==> src/rtl/l_class_oc_fifo_n.sv <==
// l_class_oc_fifo_n: registered-ready circular FIFO with flush and almost-full flag
module l_class_oc_fifo_n #(
  parameter int WIDTH = 32,
  parameter int DEPTH = 4,
  parameter int AFULL_LEVEL = DEPTH - 1
) (
  input  logic                   CLK,
  input  logic                   RST,
  input  logic                   in_enq__ENA,
  input  logic [WIDTH-1:0]       in_enq_v,
  output logic                   in_enq__RDY,
  input  logic                   out_deq__ENA,
  output logic                   out_deq__RDY,
  output logic [WIDTH-1:0]       out_first,
  output logic                   out_first__RDY,
  input  logic                   clear__ENA,
  output logic [$clog2(DEPTH):0] count,
  output logic                   almost_full
);
  localparam int AW = $clog2(DEPTH);
  localparam int CW = AW + 1;
  logic [WIDTH-1:0] mem [DEPTH];
  logic [AW-1:0] rptr_q, rptr_d, wptr_q, wptr_d;
  logic [CW-1:0] count_q, count_d;
  logic enq, deq, flush;
  assign in_enq__RDY    = count_q != CW'(DEPTH);
  assign out_deq__RDY   = count_q != '0;
  assign out_first__RDY = out_deq__RDY;
  assign out_first      = mem[rptr_q];
  assign count          = count_q;
  assign almost_full    = count_q >= CW'(AFULL_LEVEL);
  assign enq   = in_enq__ENA && in_enq__RDY;
  assign deq   = out_deq__ENA && out_deq__RDY;
  assign flush = RST || clear__ENA;
  always_comb begin
    rptr_d  = flush ? '0 : rptr_q + AW'(deq);
    wptr_d  = flush ? '0 : wptr_q + AW'(enq);
    count_d = flush ? '0 : count_q + CW'(enq) - CW'(deq);
  end
  always_ff @(posedge CLK) begin
    rptr_q  <= rptr_d;
    wptr_q  <= wptr_d;
    count_q <= count_d;
    if (enq && !flush) mem[wptr_q] <= in_enq_v;
  end
endmodule

==> config.mk <==
export PLATFORM = sky130hd
export DESIGN_NAME = l_class_oc_fifo_n
export DESIGN_NICKNAME = d
export VERILOG_FILES = /design/src/rtl/l_class_oc_fifo_n.sv
export SDC_FILE = /design/constraint.sdc
export NUM_CORES = 1
export LEC_CHECK = 0
export BUFFER_PORTS_ARGS = -buffer_cell sky130_fd_sc_hd__buf_2
export CAP_MARGIN = 0
export CORE_MARGIN = 2
export CORE_UTILIZATION = 30
export DETAILED_ROUTE_END_ITERATION = 8
export PLACE_DENSITY = 0.45
export SYNTH_ARGS = -nofsm -noshare
export SYNTH_HDL_FRONTEND = slang
export SYNTH_SLANG_ARGS = --single-unit
==> constraint.sdc <==
create_clock -name CLK -period 5.15 [get_ports CLK]
set_input_delay 0.515 -clock CLK [delete_from_list [all_inputs] [get_ports CLK]]
set_output_delay 0.515 -clock CLK [all_outputs]
set_load 0.1 [all_outputs]
# After elaboration in Yosys (flattened, before gate mapping)
# Memory sizes are Yosys's and may differ from the RTL's. A register that Yosys moved wholly into a read port is not among the register bits.
# Index checks and enable logic that the tools add are counted.
# totals
mem_count	1
output_inout_bits	39
in_bits	37
ff_bits	7
ram_bits	128
wordCells	19
# op_classes
n_reduce_logical	6
addsub	4
magnitude_cmp	1
muxes	3
eq_ne	1
# memory_table
memory	depth	width	read_ports	rd_ports_with_merged_regs	wr	line_no	source
mem	4	32	1	1	1	22	logic [WIDTH-1:0] mem [DEPTH];
# op_table
operator	n
adder 2 x 1 -> 2 bit	2
adder 3 x 1 -> 3 bit	1
greater-or-equal comparator 3 x 2 -> 1 bit, second input constant	1
logical AND 1 bit	3
inequality test 3 bit, second input constant	1
nonzero test 3 bit	1
subtractor 3 x 1 -> 3 bit	1
two-way mux 1 bit	2
two-way mux 2 bit	1
logical NOT 1 bit	1
logical OR 1 bit	1

# Longest topological paths before layout
# Gate-level depths: netlist of run 1.
# logic_depth
depth_word	5
mapped_depth	7
ltp_nobuf	7

# Worst setup path after synthesis of run 1
# No wires, ideal clock.
# synth_path
path_kind	reg2reg
start	reg count_q[1], in the netlist count[1]
end	mem mem[1][0] (enable)
n_path_buf	0
required_ns	4.682
stages_incl_launch_ff	4
slack_ns	0.527
synth_period_minus_slack_ns	4.623
arrival_time_ns	4.155
setup_ns	0.468
cell_sequence	dfxtp_1 -> or3b_4 -> nand3_2 -> nor3b_1
# synth_via
elab_chain_len	5
# synth_lines
element	line_no	source
start: declaration	24	logic [CW-1:0] count_q, count_d;
start signal: assignment	43	count_q <= count_d;
inequality test 3 bit	26	assign in_enq__RDY = count_q != CW'(DEPTH);
named net in_enq__RDY	11	output logic in_enq__RDY,
logical AND 1 bit	32	assign enq = in_enq__ENA && in_enq__RDY;
logical AND 1 bit	44	if (enq && !flush) mem[wptr_q] <= in_enq_v;
two-way mux 1 bit	44	
two-way mux 1 bit (implied by the code)	44	
end: declaration	22	
# The timed path passes the listed nets, and every way through them passes these cells.

==> results of run 1 <==
## power by group
group	total, µW	leakage [µW]	switching, µW	internal (µW)
logic	226	0.000606	177	48.7
clock network	1170	0.000271	418	750
registers	1230	0.00121	9.43	1220
## flip-flops by register name, summed over array words and instances, names as in the netlist
register,count
mem,128
count,3
rptr_q,2
wptr_q,2
## final cells by class
class	instances	area, µm²	area share [%]
Sequential cell	135	3990	63.7
Multi-Input combinational cell	63	983	15.7
Clock buffer	20	437	6.98
Timing Repair Buffer	82	428	6.84
Tap cell	220	275	4.40
Clock inverter	12	134	2.14
Inverter	3	11.3	0.180
## cell usage after synthesis (all sizes together)
| master | instances |
|---|---|
| mux4 | 32 |
| o21ai | 1 |
| nor3b | 2 |
| or3b | 1 |
| inv | 3 |
| fa | 1 |
| edfxtp | 128 |
| o311ai | 1 |
| and2 | 3 |
| or3 | 1 |
| nor2 | 2 |
| o31ai | 1 |
| nor3 | 5 |
| xor2 | 3 |
| dfxtp | 7 |
| buf | 9 |
| nand3 | 2 |
| nand2 | 3 |
| xnor2 | 2 |
| ha | 3 |
## logic make-up (layout without fill, tap and decap cells)
| family | after synthesis | in the layout | synth area share (%) |
|---|---|---|---|
| multiplexers | 32 | 32 | 14.3 |
| XOR/XNOR | 5 | 5 | 0.866 |
| adder cells (fa/ha/maj) | 4 | 4 | 1.14 |
| AND/OR/NAND/NOR | 19 | 19 | 2.33 |
| flip-flops | 135 | 135 | 78.8 |
| buffers and inverters | 12 | 117 | 2.18 |
| AO/OA/AOI/OAI | 3 | 3 | 0.421 |
## metal layers
| metal | GRT usage [%] | share of wire (%) | vias up | wire [µm] |
|---|---|---|---|---|
| met5 | 0 | 0 | - | 0 |
| met4 | 4.08 | 1.3 | 0 | 134 |
| met3 | 4.72 | 4.6 | 11 | 459 |
| met2 | 18.5 | 47 | 57 | 4740 |
| met1 | 16.4 | 47 | 1264 | 4650 |
| li1 | - | - | 1070 | - |
## worst paths after layout
kind,from,endpoint,cells after the start
setup / recovery,rptr_q[0],out_first[21],3
setup reg to reg,count[1],mem[2][20],4
hold reg to reg,wptr_q[1],wptr_q[1],2
hold / removal,in_enq_v[11],mem[0][11],1
## per-stage QoR
step / hold WS [ns] / setup slack, ns / utilization [%] / cell area [µm²]
floorplan: 0.551 / 0.527 / - / 5050
global placement: 0.634 / 2.45 / 34.4 / 5680
detailed placement: 0.627 / 2.42 / 34.4 / 5680
CTS: 0.298 / 1.97 / 37.9 / 6250
global route: 0.300 / 1.87 / 37.9 / 6250
finish: 0.322 / 2.11 / 37.9 / 6250
==> impl_metrics.env, run 1 <==
export IMPL_first_global_vias=2652
export IMPL_final_setup_viol_count=0
export IMPL_finalCritPeriodShare_pct=59.0
export IMPL_fp_coreArea_mm2=0.0165
export IMPL_fillers=1534
export IMPL_die_area_mm2=0.0179
export IMPL_p_per_area_mw_per_mm2=419
export IMPL_syn_mean_instance_area_um2=24.1
export IMPL_antenna_found_initial=0
export IMPL_netlist_instances=210
export IMPL_p_leak_uw=0.00209
export IMPL_rsz0062_at_grt="false"
export IMPL_routed_via_density=4.49
export IMPL_cp_slowest_cell="dfxtp_2"
export IMPL_required_ns=4.64
export IMPL_num_vias=2402
export IMPL_slowest_delay_ns=0.74
export IMPL_synth_nets=251
export IMPL_fin_nets=343
export IMPL_cp_num_buf_inv=2
export IMPL_start_util_pct=30.6
export IMPL_ioPinCount=76
export IMPL_cts_buffers=17
export IMPL_cts_tree="yes"
export IMPL_clkSlewWorstSetupHoldPaths_ns=0.05
export IMPL_ys_seq_area_share_pct=78.8
export IMPL_ir_drop_mv=0.223
export IMPL_postCtsHoldBufs=0
export IMPL_root_buffer="clkbuf_16"
export IMPL_max_slew_margin_pct=36.5
export IMPL_period_needed_ns=3.04
export IMPL_grt_max_degree=34
export IMPL_clock_sinks=135
export IMPL_dr_pass1_iters=4
export IMPL_synthToLayoutAreaGrowth_pct=23.7
export IMPL_io_buffer_count=75
export IMPL_grt_pass1_wl_mm=15.8
export IMPL_cp_start_kind="register"
export IMPL_clock_path_buffers=2
export IMPL_skew_ns=0.0105
export IMPL_postCtsSetupBuffers=0
export IMPL_drt_wl_total_mm=9.98
export IMPL_drive_gt1_share_pct=47.0
export IMPL_synth_top_area_share_pct=76.0
export IMPL_layout_common_cells="edfxtp_1, buf_2, mux4_2"
export IMPL_netlist_area_mm2=0.00505
export IMPL_final_common_cell="edfxtp_1"
export IMPL_dieWidth_um=134
export IMPL_post_route_drc_count=0
export IMPL_fin_cells=535
export IMPL_insertion_delay_ns=0.41
export IMPL_die_y_um=134
export IMPL_synth_cell_type_count=26
export IMPL_power_uw=2620
export IMPL_critPathArrivalTime_ns=2.52
export IMPL_grt_overflow_total=0
export IMPL_max_freq_mhz=329
export IMPL_finalHoldViolCount=0
export IMPL_worst_slew_pin_slew_ns=0.953
export IMPL_placement_rows=47
export IMPL_wl_per_cell_um=18.7
export IMPL_synth_area_top_cells="edfxtp_1, mux4_2, dfxtp_1"
export IMPL_r2r_slack_ns=2.81
export IMPL_status="complete, no violations"
export IMPL_crit_type="reg -> out"
export IMPL_cts_resized=0
export IMPL_ant_nets=0
export IMPL_gp_congestion=0.705
export IMPL_maxCapViolations=0
export IMPL_slew_violations=0
export IMPL_path_cells="buf_4 -> mux4_2 -> buf_2"
export IMPL_synth_warnings=0
export IMPL_ctsHtreeMaxLevel=4
export IMPL_tns_ns=0
export IMPL_drt_initial_drc_count=140
export IMPL_place_inst=503
export IMPL_crit_path_end_kind="output pin"
export IMPL_place_hpwl_mm=6.09
export IMPL_min_path_type="in -> reg"
export IMPL_path_delay_family="buffers and inverters"
export IMPL_ys_seq_elements=135
export IMPL_grt_usage_pct=12.3
export IMPL_synth_top_cell_by_area="edfxtp_1"
export IMPL_n_antenna_cell=0
export IMPL_worst_path_max_fanout=18
(Power assumes the default switching activity.)
==> run 2: changes to the inputs <==
- clock period: 5.15 -> 2.9 ns (I/O delays scaled with it)
==> run 2 against run 1 <==
Utilization up 0.51 points. Clock power up 77%. Total power up 78%. Highest routed layer is now met5. Count of clock-buffer cells in the layout up 1. Largest cell class unchanged. Register-to-register slack worse by 1.9 ns. Sequential power up 77%. Non-clock buffer count up 3.
==> impl_metrics.env, run 2 (synthesis gave the netlist of run 1 again) <==
export IMPL_crit_path_end_kind="output pin"
export IMPL_r2r_slack_ns=0.93
export IMPL_max_freq_mhz=412
export IMPL_dieWidth_um=134
export IMPL_critPathArrivalTime_ns=2.14
export IMPL_gp_congestion=0.709
export IMPL_cp_start_kind="register"
export IMPL_cts_tree="yes"
export IMPL_rsz0062_at_grt="false"
export IMPL_finalHoldViolCount=0
export IMPL_worst_slew_pin_slew_ns=0.674
export IMPL_slowest_delay_ns=0.65
export IMPL_clkSlewWorstSetupHoldPaths_ns=0.06
export IMPL_ioPinCount=76
export IMPL_power_uw=4660
export IMPL_final_common_cell="edfxtp_1"
export IMPL_combPwrFrac_pct=8.8
export IMPL_p_per_area_mw_per_mm2=735
export IMPL_largest_register="mem"
export IMPL_seqPwrFrac_pct=46.8
export IMPL_first_global_vias=2583
export IMPL_skew_ns=0.00946
export IMPL_die_y_um=134
export IMPL_fp_coreArea_mm2=0.0165
export IMPL_root_buffer="clkbuf_16"
export IMPL_met3_usage_pct=5.25
export IMPL_place_inst=506
export IMPL_wl_per_cell_um=18.0
export IMPL_grt_max_degree=33
export IMPL_maxCapViolations=0
export IMPL_ir_drop_mv=0.387
export IMPL_place_hpwl_mm=6.10
export IMPL_netSwitchingFraction_pct=22.9
export IMPL_final_setup_viol_count=0
export IMPL_power_switching_uw=1070
export IMPL_reg2reg_from="count[2]"
export IMPL_placement_rows=47
export IMPL_fin_cells=538
export IMPL_fin_nets=346
export IMPL_grt_overflow_total=0
export IMPL_crit_type="reg -> out"
export IMPL_power_share_clock_pct=44.5
export IMPL_synthToLayoutAreaGrowth_pct=25.4
export IMPL_cts_buffers=17
export IMPL_status="complete, no violations"
export IMPL_max_slew_margin_pct=55.1
export IMPL_io_buffer_count=75
export IMPL_hold_path_startpoint="in_enq_v[17]"
export IMPL_hold_path_cell_count=1
export IMPL_drt_initial_drc_count=118
export IMPL_cts_resized=0
export IMPL_die_area_mm2=0.0179
export IMPL_drt_wl_total_mm=9.70
export IMPL_grt_usage_pct=11.8
export IMPL_grt_pass1_wl_mm=15.1
export IMPL_internal_power_uw=3590
export IMPL_rr_endpoint="count[2]"
export IMPL_busiest_layer="met2"
export IMPL_antenna_found_initial=1
export IMPL_postCtsHoldBufs=0
export IMPL_required_ns=2.61
export IMPL_dpl_cell_area_mm2=0.00577
export IMPL_utilization_pct=38.4
export IMPL_tns_ns=0
export IMPL_clock_sinks=135
export IMPL_ctsHtreeMaxLevel=4
export IMPL_clock_path_buffers=2
export IMPL_dr_pass1_iters=4
export IMPL_path_cells="buf_12 -> mux4_2 -> buf_2"
export IMPL_met1_usage_pct=15.6
export IMPL_ant_nets=0
export IMPL_start_util_pct=30.6
export IMPL_num_vias=2353
export IMPL_cp_slowest_cell="dfxtp_2"
export IMPL_min_path_type="in -> reg"
export IMPL_post_route_drc_count=0
export IMPL_insertion_delay_ns=0.41
export IMPL_largest_reg_flops=128
export IMPL_grt_use_met2_pct=17.1
export IMPL_fin_area_mm2=0.00634
export IMPL_drive_gt1_share_pct=48.6
export IMPL_p_leak_uw=0.00212
export IMPL_reg2reg_depth=7
export IMPL_postCtsSetupBuffers=0
export IMPL_slew_violations=0
export IMPL_routed_via_density=4.37
export IMPL_layout_common_cells="edfxtp_1, buf_2, mux4_2"
export IMPL_period_needed_ns=2.43
export IMPL_finalCritPeriodShare_pct=83.7
export IMPL_min_to="mem[2][17]"
export IMPL_worst_path_max_fanout=13
-- run 2: cell count changes in the layout (fill, tap and decap cells not counted), sizes merged --
| cell | previous run | this run |
|---|---|---|
| buf | 82 | 85 |
| clkinvlp | 2 | 0 |
| clkbuf | 20 | 21 |
| diode | 0 | 1 |
-- run 2: layout make-up --
cell class	instances	area [µm²]
diodes	1	2.50
clock buffers	21	440
fillers	1498	10200
inverters	3	11.3
multi-input cells	63	1000
repair buffers	85	488
well taps	220	275
clock inverters	10	130
flip-flops and latches	135	3990
-- run 2: worst max-delay path by stage --
stage,endpoint,cells after the start,slack (ns),from
6_report,out_first[28],3,0.47,rptr_q[0]
3_3_place_gp,out_first[28],3,0.85,rptr_q[0]
2_1_floorplan,mem[1][0],3,0.005,count[2]
4_1_cts,out_first[28],3,0.40,rptr_q[0]
5_1_grt,out_first[24],3,0.34,rptr_q[0]
3_5_place_dp,out_first[28],3,0.85,rptr_q[0]
-- run 2: per-stage QoR --
step,hold WS [ns],worst slack (ns)
6_report,0.0936,0.472
5_1_grt,0.0748,0.337
4_1_cts,0.0725,0.397
3_5_place_dp,0.508,0.852
3_3_place_gp,0.506,0.848
2_1_floorplan,0.367,0.00484
-- run 2: worst max-delay path: cells and delay by family (launching register included) --
family                 cells  cell delay [ns]
multiplexers               1             0.53
flip-flops                 1             0.65
buffers and inverters      2             0.54
-- run 2: routing by layer --
metal,routed length (µm),up-vias
li1,-,1073
met1,4630,1204
met2,4360,61
met3,529,13
met4,163,2
met5,13,-
-- run 2: power groups by stage --
stage	combinational (µW)	clock (µW)	sequential [µW]
after floorplan	309	0	2230
after global placement	410	0	2220
after detailed placement	413	0	2220
after CTS	413	2130	2180
after global routing	429	2220	2180
final	408	2070	2180
==> run 3: changes to the inputs <==
- PLACE_DENSITY: 0.45 -> 0.47
- clock period: 2.9 -> 2 ns (I/O delays scaled with it)
==> run 3 against run 2 <==
Critical endpoint is now out_first[30]. Largest cell class unchanged. The flow now finishes with violations (setup timing). Largest power group unchanged. Flip-flop and latch count is the same. Total power grew 45%. Critical path type unchanged. Non-clock buffer count grew 38.
==> impl_metrics.env, run 3 (synthesis gave the netlist of run 1 again) <==
export IMPL_status="complete, but fails checks"
export IMPL_violations="setup timing"
export IMPL_p_leak_uw=0.00238
export IMPL_cp_start_kind="register"
export IMPL_n_antenna_cell=0
export IMPL_layout_common_cells="edfxtp_1, buf_2, mux4_2"
export IMPL_clock_path_buffers=2
export IMPL_placement_rows=47
export IMPL_reg2reg_depth=6
export IMPL_slew_violations=0
export IMPL_final_setup_viol_count=8
export IMPL_finalCritPeriodShare_pct=100
export IMPL_fin_cells=576
export IMPL_min_to="mem[1][28]"
export IMPL_grt_usage_pct=12.0
export IMPL_place_hpwl_mm=5.99
export IMPL_wl_per_cell_um=17.5
export IMPL_ant_nets=0
export IMPL_finalHoldViolCount=0
export IMPL_place_inst=510
export IMPL_worst_slew_pin_slew_ns=0.497
export IMPL_final_common_cell="edfxtp_1"
export IMPL_period_needed_ns=2.01
export IMPL_whs_ns=0.0187
export IMPL_first_global_vias=2740
export IMPL_post_route_drc_count=0
export IMPL_hold_path_cell_count=1
export IMPL_reg2reg_from="count[0]"
export IMPL_clkSlewWorstSetupHoldPaths_ns=0.06
export IMPL_root_buffer="clkbuf_16"
export IMPL_fin_ws_ns=-0.00891
export IMPL_fin_nets=384
export IMPL_cts_buffers=17
export IMPL_insertion_delay_ns=0.41
export IMPL_hold_path_startpoint="in_enq_v[28]"
export IMPL_routed_via_density=4.40
export IMPL_io_buffer_count=75
export IMPL_largest_register="mem"
export IMPL_drt_initial_drc_count=113
export IMPL_met3_usage_pct=4.46
export IMPL_crit_type="reg -> out"
export IMPL_synthToLayoutAreaGrowth_pct=39.0
export IMPL_dr_pass1_iters=4
export IMPL_max_freq_mhz=498
export IMPL_gp_congestion=0.707
export IMPL_crit_path_end_kind="output pin"
export IMPL_cts_tree="yes"
export IMPL_required_ns=1.80
export IMPL_ir_drop_mv=0.539
export IMPL_dieWidth_um=134
export IMPL_rsz0062_at_grt="true"
export IMPL_critPathArrivalTime_ns=1.81
export IMPL_ctsHtreeMaxLevel=4
export IMPL_antenna_found_initial=1
export IMPL_die_y_um=134
export IMPL_grt_max_degree=23
export IMPL_cp_slowest_cell="mux4_2"
export IMPL_met1_usage_pct=14.0
export IMPL_grt_pass1_wl_mm=15.3
export IMPL_rr_endpoint="count[1]"
export IMPL_grt_use_met2_pct=20.1
export IMPL_skew_ns=0.00477
export IMPL_p_per_area_mw_per_mm2=961
export IMPL_drt_wl_total_mm=10.1
export IMPL_r2r_slack_ns=0.11
export IMPL_fp_coreArea_mm2=0.0165
export IMPL_largest_reg_flops=128
export IMPL_grt_overflow_total=0
export IMPL_drive_gt1_share_pct=47.5
export IMPL_path_cells="buf_12 -> clkbuf_16 -> mux4_2 -> buf_6"
export IMPL_maxCapViolations=0
export IMPL_worst_path_max_fanout=4
export IMPL_die_area_mm2=0.0179
export IMPL_slowest_delay_ns=0.52
export IMPL_ioPinCount=76
export IMPL_min_path_type="in -> reg"
export IMPL_max_slew_margin_pct=67.1
export IMPL_start_util_pct=30.6
export IMPL_clock_sinks=135
export IMPL_num_vias=2534
export IMPL_busiest_layer="met2"
run 3: cell types whose count changed in the layout (fill, tap and decap cells not counted), moves of 3 or more:
cell,before,now
buf_12,3,10
buf_2,75,43
buf_4,7,11
buf_6,0,27
dfxtp_2,4,1
dfxtp_4,0,4
dlygate4sd3_1,0,28
run 3: worst max path at each step:
stage / cells after the start / start / slack, ns / endpoint
global placement: 7 / count[0] / 0.14 / count[2]
global route: 4 / rptr_q[0] / -0.07 / out_first[5]
finish: 4 / rptr_q[0] / -0.009 / out_first[30]
detailed placement: 7 / count[0] / 0.10 / count[2]
CTS: 3 / rptr_q[0] / -0.05 / out_first[23]
floorplan: 3 / count[0] / -0.49 / mem[1][0]
run 3: area by class of cell:
class                           instances  area, µm²
Clock buffer                           21        440
Timing Repair Buffer                  123       1170
Multi-Input combinational cell         63       1020
Sequential cell                       135       4000
Fill cell                            1477       9500
Tap cell                              220        275
Clock inverter                         11        108
Inverter                                3       11.3
run 3: worst max-delay path, delay by kind of cell, from the launching register on:
kind                   cells  cell delay, ns
buffers and inverters      3            0.47
flip-flops                 1            0.40
multiplexers               1            0.52
run 3: what timing repair did:
item                                    CTS  global route
pin swaps                                 0             0
endpoints found under the hold margin   100             4
gates resized for setup                  52            19
endpoints found under the setup margin   32            29
hold buffers                             27             1
cloned                                    1             2
setup buffers                             0             3
run 3: per-layer routing:
layer  share of wire [%]  up-vias  wire length, µm
met4                 1.4        2              142
met5                0.13        -               13
li1                    -     1153                -
met3                 6.3       17              631
met1                  42     1287             4200
met2                  51       75             5090
run 3: metrics by stage:
stage          setup slack [ns]  total power [µW]  TNS, ns  util [%]  area [µm²]
2_1_floorplan            -0.492              3680   -59.72         -        5110
3_3_place_gp              0.139              3820        0      35.5        5860
3_5_place_dp              0.104              3820        0      35.5        5860
4_1_cts                 -0.0496              6810   -0.282      41.6        6870
5_1_grt                 -0.0732              7010    -1.38      42.5        7030
6_report               -0.00891              6760  -0.0280      42.5        7030
run 3: power by group:
part	leakage, µW	total [µW]	switching (µW)	internal (µW)
Sequential	0.00122	3150	19.2	3130
Combinational	0.000898	722	487	235
Clock	0.000265	2880	1070	1810
